$ cat src/rtl/interrupt_example_debounce_pkg.sv
// interrupt_example_debounce_pkg
//
// Shared definitions for the switch debounce block:
//   - debounce_state_e : per-channel FSM state (stable / settling)
//   - DEBOUNCE_CYCLES_DEFAULT, CNT_W_DEFAULT : default hold-off length and
//     counter width (1 ms at 50 MHz in a 16-bit counter)

package interrupt_example_debounce_pkg;

    typedef enum logic {
        ST_STABLE   = 1'b0,
        ST_SETTLING = 1'b1
    } debounce_state_e;

    localparam int DEBOUNCE_CYCLES_DEFAULT = 50000;
    localparam int CNT_W_DEFAULT           = 16;

endpackage

$ cat src/rtl/interrupt_example_debounce_chan.sv
// interrupt_example_debounce_chan
//
// One debounce channel: 2-flop synchronizer, hold-off FSM with counter,
// registered debounced level and (optionally) registered edge pulses.
//
// Optional feature macro: SWITCH_DEBOUNCE_EDGE_EN adds o_rise / o_fall.
//
// Ports:
//   i_clk        in   system clock, rising edge
//   i_rst_n      in   asynchronous active-low reset
//   i_switch     in   raw asynchronous pin level
//   o_debounced  out  clean, registered level
//   o_rise       out  one-cycle pulse on debounced 0->1 (macro only)
//   o_fall       out  one-cycle pulse on debounced 1->0 (macro only)

module interrupt_example_debounce_chan
    import interrupt_example_debounce_pkg::*;
#(
    parameter int   DEBOUNCE_CYCLES = DEBOUNCE_CYCLES_DEFAULT,
    parameter int   CNT_W           = CNT_W_DEFAULT,
    parameter logic RESET_BIT       = 1'b0
) (
    input  logic i_clk,
    input  logic i_rst_n,
    input  logic i_switch,
    output logic o_debounced
`ifdef SWITCH_DEBOUNCE_EDGE_EN
    ,
    output logic o_rise,
    output logic o_fall
`endif
);

    // Count value on the edge where the input has differed for the full
    // hold-off; the counter therefore never exceeds this and never wraps.
    localparam logic [CNT_W-1:0] CNT_LAST = CNT_W'(DEBOUNCE_CYCLES - 1);

    logic            r_sync1;
    logic            r_sync2;
    debounce_state_e r_state;
    logic [CNT_W-1:0] r_cnt;
    logic            r_debounced;

    debounce_state_e w_state_nxt;
    logic [CNT_W-1:0] w_cnt_nxt;
    logic            w_debounced_nxt;

    always_ff @(posedge i_clk or negedge i_rst_n) begin
        if (!i_rst_n) begin
            r_sync1     <= RESET_BIT;
            r_sync2     <= RESET_BIT;
            r_state     <= ST_STABLE;
            r_cnt       <= '0;
            r_debounced <= RESET_BIT;
        end else begin
            r_sync1     <= i_switch;
            r_sync2     <= r_sync1;
            r_state     <= w_state_nxt;
            r_cnt       <= w_cnt_nxt;
            r_debounced <= w_debounced_nxt;
        end
    end

    // Entering SETTLING already counts the first differing edge (cnt=1), so
    // the output flips on the DEBOUNCE_CYCLES-th consecutive differing edge.
    always_comb begin
        w_state_nxt     = r_state;
        w_cnt_nxt       = r_cnt;
        w_debounced_nxt = r_debounced;
        case (r_state)
            ST_STABLE: begin
                if (r_sync2 != r_debounced) begin
                    w_state_nxt = ST_SETTLING;
                    w_cnt_nxt   = CNT_W'(1);
                end else begin
                    w_cnt_nxt   = '0;
                end
            end
            ST_SETTLING: begin
                if (r_sync2 == r_debounced) begin
                    w_state_nxt = ST_STABLE;
                    w_cnt_nxt   = '0;
                end else if (r_cnt == CNT_LAST) begin
                    w_debounced_nxt = r_sync2;
                    w_state_nxt     = ST_STABLE;
                    w_cnt_nxt       = '0;
                end else begin
                    w_cnt_nxt = r_cnt + 1'b1;
                end
            end
            default: begin
                w_state_nxt = ST_STABLE;
                w_cnt_nxt   = '0;
            end
        endcase
    end

    assign o_debounced = r_debounced;

`ifdef SWITCH_DEBOUNCE_EDGE_EN
    logic r_rise;
    logic r_fall;

    // Pulses are registered alongside the new level so they line up with it.
    always_ff @(posedge i_clk or negedge i_rst_n) begin
        if (!i_rst_n) begin
            r_rise <= 1'b0;
            r_fall <= 1'b0;
        end else begin
            r_rise <= w_debounced_nxt & ~r_debounced;
            r_fall <= ~w_debounced_nxt & r_debounced;
        end
    end

    assign o_rise = r_rise;
    assign o_fall = r_fall;
`endif

endmodule

$ cat src/rtl/interrupt_example_switch_debounce.sv
// interrupt_example_switch_debounce
//
// Synchronizes and debounces WIDTH raw switch/button pins before they reach
// the switch PIO in_port. Each bit is an independent
// interrupt_example_debounce_chan instance.
//
// Optional feature macro: SWITCH_DEBOUNCE_EDGE_EN adds the rise / fall ports.
//
// Ports:
//   clk        in   system clock, rising edge
//   reset_n    in   asynchronous active-low reset
//   switch_in  in   [WIDTH] raw asynchronous pin levels
//   debounced  out  [WIDTH] clean registered levels (to PIO in_port)
//   rise       out  [WIDTH] one-cycle debounced 0->1 pulses (macro only)
//   fall       out  [WIDTH] one-cycle debounced 1->0 pulses (macro only)

module interrupt_example_switch_debounce
    import interrupt_example_debounce_pkg::*;
#(
    parameter int               WIDTH           = 8,
    parameter int               DEBOUNCE_CYCLES = DEBOUNCE_CYCLES_DEFAULT,
    parameter int               CNT_W           = CNT_W_DEFAULT,
    parameter logic [WIDTH-1:0] RESET_VALUE     = '0
) (
    input  logic             clk,
    input  logic             reset_n,
    input  logic [WIDTH-1:0] switch_in,
    output logic [WIDTH-1:0] debounced
`ifdef SWITCH_DEBOUNCE_EDGE_EN
    ,
    output logic [WIDTH-1:0] rise,
    output logic [WIDTH-1:0] fall
`endif
);

    // Parameter legality: the counter must be able to hold DEBOUNCE_CYCLES-1.
    if (DEBOUNCE_CYCLES < 2) begin : g_bad_cycles
        $error("interrupt_example_switch_debounce: DEBOUNCE_CYCLES must be >= 2");
    end
    if ((CNT_W < 1) || ((CNT_W < 31) && ((1 << CNT_W) <= (DEBOUNCE_CYCLES - 1)))) begin : g_bad_cnt_w
        $error("interrupt_example_switch_debounce: CNT_W too small for DEBOUNCE_CYCLES");
    end

    for (genvar gi = 0; gi < WIDTH; gi++) begin : g_chan
        interrupt_example_debounce_chan #(
            .DEBOUNCE_CYCLES (DEBOUNCE_CYCLES),
            .CNT_W           (CNT_W),
            .RESET_BIT       (RESET_VALUE[gi])
        ) u_chan (
            .i_clk       (clk),
            .i_rst_n     (reset_n),
            .i_switch    (switch_in[gi]),
            .o_debounced (debounced[gi])
`ifdef SWITCH_DEBOUNCE_EDGE_EN
            ,
            .o_rise      (rise[gi]),
            .o_fall      (fall[gi])
`endif
        );
    end

endmodule

$ cat config.mk
export PLATFORM = sky130hd
export DESIGN_NAME = interrupt_example_switch_debounce
export DESIGN_NICKNAME = d
export VERILOG_FILES = /design/src/rtl/interrupt_example_debounce_pkg.sv /design/src/rtl/interrupt_example_debounce_chan.sv /design/src/rtl/interrupt_example_switch_debounce.sv
export SDC_FILE = /design/constraint.sdc
export NUM_CORES = 1
export LEC_CHECK = 0
export ABC_AREA = 1
export BUFFER_PORTS_ARGS = -buffer_cell sky130_fd_sc_hd__buf_2
export CAP_MARGIN = 20
export CORE_ASPECT_RATIO = 0.8
export CORE_MARGIN = 2
export CORE_UTILIZATION = 35
export DETAILED_ROUTE_END_ITERATION = 6
export PLACE_DENSITY = 0.46
export REMOVE_ABC_BUFFERS = 1
export SETUP_SLACK_MARGIN = 0.2
export SLEW_MARGIN = 20
export SYNTH_ARGS = -nofsm -noshare
export SYNTH_HDL_FRONTEND = slang
export SYNTH_HIERARCHICAL = 1
export SYNTH_SLANG_ARGS = --single-unit
$ cat constraint.sdc
create_clock -name clk -period 1.8 [get_ports clk]
set_clock_uncertainty 0.05 [all_clocks]
set_input_delay 0.09 -clock clk [delete_from_list [all_inputs] [get_ports clk]]
set_output_delay 0.09 -clock clk [all_outputs]
set_load 0.03 [all_outputs]
==> summary.md <==
| Metric | Value |
|---|---|
| Status | `completed` |
| Iter 0 DRT Violations | `509` |
| Final core utilization | `41.8%` |
| Worst skew pair latency | `430 ps` |
| Largest net degree at the start of global routing | `51` |
| Vias per inst | `4.59` |
| Number of fill cells | `2554` |
| Crit path required time | `2080 ps` |
| Pre-CTS setup slack | `168 ps` |
| Slew @ Worst Pin | `358 ps` |
| Worst min-delay path category | `in -> async` |
| Internal Pwr Total | `0.00618 W` |
| Post-DP HPWL | `13400 um` |
| Psw | `0.00202 W` |
| Fin crit share | `82.6%` |
| Synth Flop Type | `dfrtp_1` |
| Post-synth EDFFs | `0` |
| Final setup TNS | `0 ps` |
| First-pass GRT wire length | `31900 um` |
| Post-synthesis cell area | `0.00878 mm2` |
| Ports | `18` |
| Final Hold Fails | `0` |
| Unique cell type count in the Yosys netlist | `21` |
| Post-synth ARST share | `100%` |
| Vias in the first global route | `6702` |
| Die Ht | `146 um` |
| Clock-pin slew on the worst setup and hold paths | `70 ps` |
| Total CTS buffers | `17` |
| Yosys warns | `6` |
| Critical path class | `reg -> reg` |
| Clock tree buffer depth | `2` |
| Top post-synthesis cells by count | `nand2_1 (256), nor2_1 (248), inv_1 (161)` |
| Number of clock sinks | `160` |
| Period minus WS final | `1490 ps` |
| Antenna-violating nets left | `0` |
| Placed Area | `0.00924 mm2` |
| Mean Syn Cell Area | `7.56 um2` |
| Cells taking the most area after synthesis | `dfrtp_1 (46%), nand2_1 (11%), nor2_1 (11%), inv_1 (6.9%), nand3_1 (6.4%)` |
| Die width | `181 um` |
| DRC | `0` |
| Share of cells above drive strength 1 | `14.4%` |
| Sequential area share after synthesis | `45.6%` |
| Vias post-DR | `7077` |
| Yosys top cell area share | `45.6%` |
| Starting Density | `35.8%` |
| Final wirelength | `18700 um` |
| Clock tree root driver cell | `clkbuf_16` |
| First-pass DRT Iterations | `5` |
| # Max-Cap Violations | `0` |
| # setup viols final | `0` |
| CTS tree | `done` |
| Maximum vdd drop | `0.000624 V` |
| Htree depth | `4` |
| Core area | `0.0245 mm2` |
| Clk pwr share | `48.0%` |
| Register share of total power | `45.8%` |
| FF+latch count, synth | `160` |
| Buffers added on ports | `17` |
| Final Slew Violations | `0` |
| Mapped Cells | `1161` |
| Total gr overflow | `0` |
| Design Area, Final | `0.0102 mm2` |
| Die ar. | `0.0264 mm2` |
| # nets final | `1230` |
| P_leak | `4.65 nW` |
| Row Count | `51` |
| Crit path max fanout | `6` |
| Crit path launch type | `flip-flop` |
| Sw Ratio | `24.6%` |
| Syn-to-layout area delta | `16.7%` |
| Initial antenna violation count | `0` |
| Largest area contributor in the synthesized netlist | `dfrtp_1` |
| RSZ-0062 raised after global routing | `yes` |
| Crit path DAT | `1770 ps` |
| WL per Instance | `12.1 um` |
| Comb power frac | `6.2%` |
| PwrDens | `800 mW/mm2` |
| Fmax | `672 MHz` |
| Slew headroom | `75.9%` |
| GRT Util Overall | `14.7%` |
| Placer Congestion | `0.837` |
| CP Capture Type | `flip-flop` |
| Final worst slack | `312 ps` |
| Most common cell in the synthesized netlist | `nand2_1` |
| Antenna fix cells | `0` |
cell families (layout without fill, tap and decap cells):
group                      after synthesis  in the layout  share of synthesized area [%]
and+or+nand+nor                        752            760                           39.3
buffers and inverters                  177            233                           8.25
DFF                                    160            160                           45.6
AOI/OAI and AO/OA                       32             32                           1.82
xor gates and xnor gates                32             32                           3.88
adders and majority gates                8              8                           1.14
sequential cells by signal, indices dropped and copies added, names as in the netlist:
name	count
g_chan.u_chan/o_debounced	8
g_chan.u_chan/r_cnt	128
g_chan.u_chan/r_state	8
g_chan.u_chan/r_sync1	8
g_chan.u_chan/r_sync2	8
stage by stage:
step | hold WS, ps | instances | total power, W
6_report | 66.0 | 1543 | 0.00819
5_1_grt | 89.3 | 1543 | 0.00858
4_1_cts | 62.3 | 1534 | 0.00831
3_5_place_dp | -31.9 | 1493 | 0.00427
3_3_place_gp | -33.8 | 1493 | 0.00427
2_1_floorplan | -256 | 1153 | 0.00408
worst paths after layout:
| kind | startpoint | to | slack, ps | cells after the start |
|---|---|---|---|---|
| max in group asynchronous | reset_n | g_chan[7].u_chan/r_cnt[3] | 1040 | 3 |
| max reg2reg | g_chan[0].u_chan/r_cnt[0] | g_chan[0].u_chan/r_cnt[12] | 310 | 9 |
| min | reset_n | g_chan[1].u_chan/r_cnt[11] | 70 | 2 |
| min in group clk | switch_in[0] | g_chan[0].u_chan/r_sync1 | 240 | 2 |
| max | g_chan[0].u_chan/r_cnt[0] | g_chan[0].u_chan/r_cnt[12] | 310 | 9 |
| min reg2reg | g_chan[7].u_chan/r_sync1 | g_chan[7].u_chan/r_sync2 | 300 | 0 |
power groups by stage:
| stage | logic (W) | registers (W) | clock network [W] |
|---|---|---|---|
| after floorplan | 0.000274 | 0.00381 | 0 |
| after global placement | 0.000449 | 0.00382 | 0 |
| after detailed placement | 0.000446 | 0.00382 | 0 |
| after CTS | 0.000477 | 0.00375 | 0.00408 |
| after global routing | 0.000592 | 0.00376 | 0.00422 |
| final | 0.000512 | 0.00375 | 0.00393 |
critical path, stage by stage, from the launching register on:
cell and delay, ps:
dfrtp_1 370, ha_1 170, nand2_1 80, inv_2 90, nand2_1 70, nor2_2 170, nand2_4 120, buf_4 150
nand3_1 60, nor2_1 40
timing repair:
action | in CTS | in global routing
endpoints found under the setup margin | 9 | 61
hold endpoints to repair | 168 | 0
resized for setup | 8 | 27
hold buffers | 9 | 0
buffers inserted | 0 | 1
pin swaps | 0 | 9
gates cloned | 0 | 8
cell type report:
type / count / area, um2 / share of cell area, %
Clock buffer: 19 / 453 / 4.42
Inverter: 169 / 634 / 6.19
Multi-Input combinational cell: 832 / 4320 / 42.1
Timing Repair Buffer: 32 / 251 / 2.45
Tap cell: 318 / 398 / 3.88
Sequential cell: 160 / 4000 / 39.1
Clock inverter: 13 / 189 / 1.84
cell usage in the layout (no fill, tap or decap), drive strengths merged, types with 19 or more instances in the layout:
master  count
nor2      280
dfrtp     160
clkbuf     19
o21ai      24
xor2       24
buf        23
inv       177
nand3     112
nor3       32
nand4      32
nand2     288
metal layers:
layer	global-route usage (%)	vias up	part of all wire (%)
li1	-	3734	-
met1	21.7	3253	54
met2	21.4	78	42
met3	2.95	12	2.6
met4	5.33	0	0.92
met5	0	-	0
Note: power is estimated with default switching activity, not from simulation.
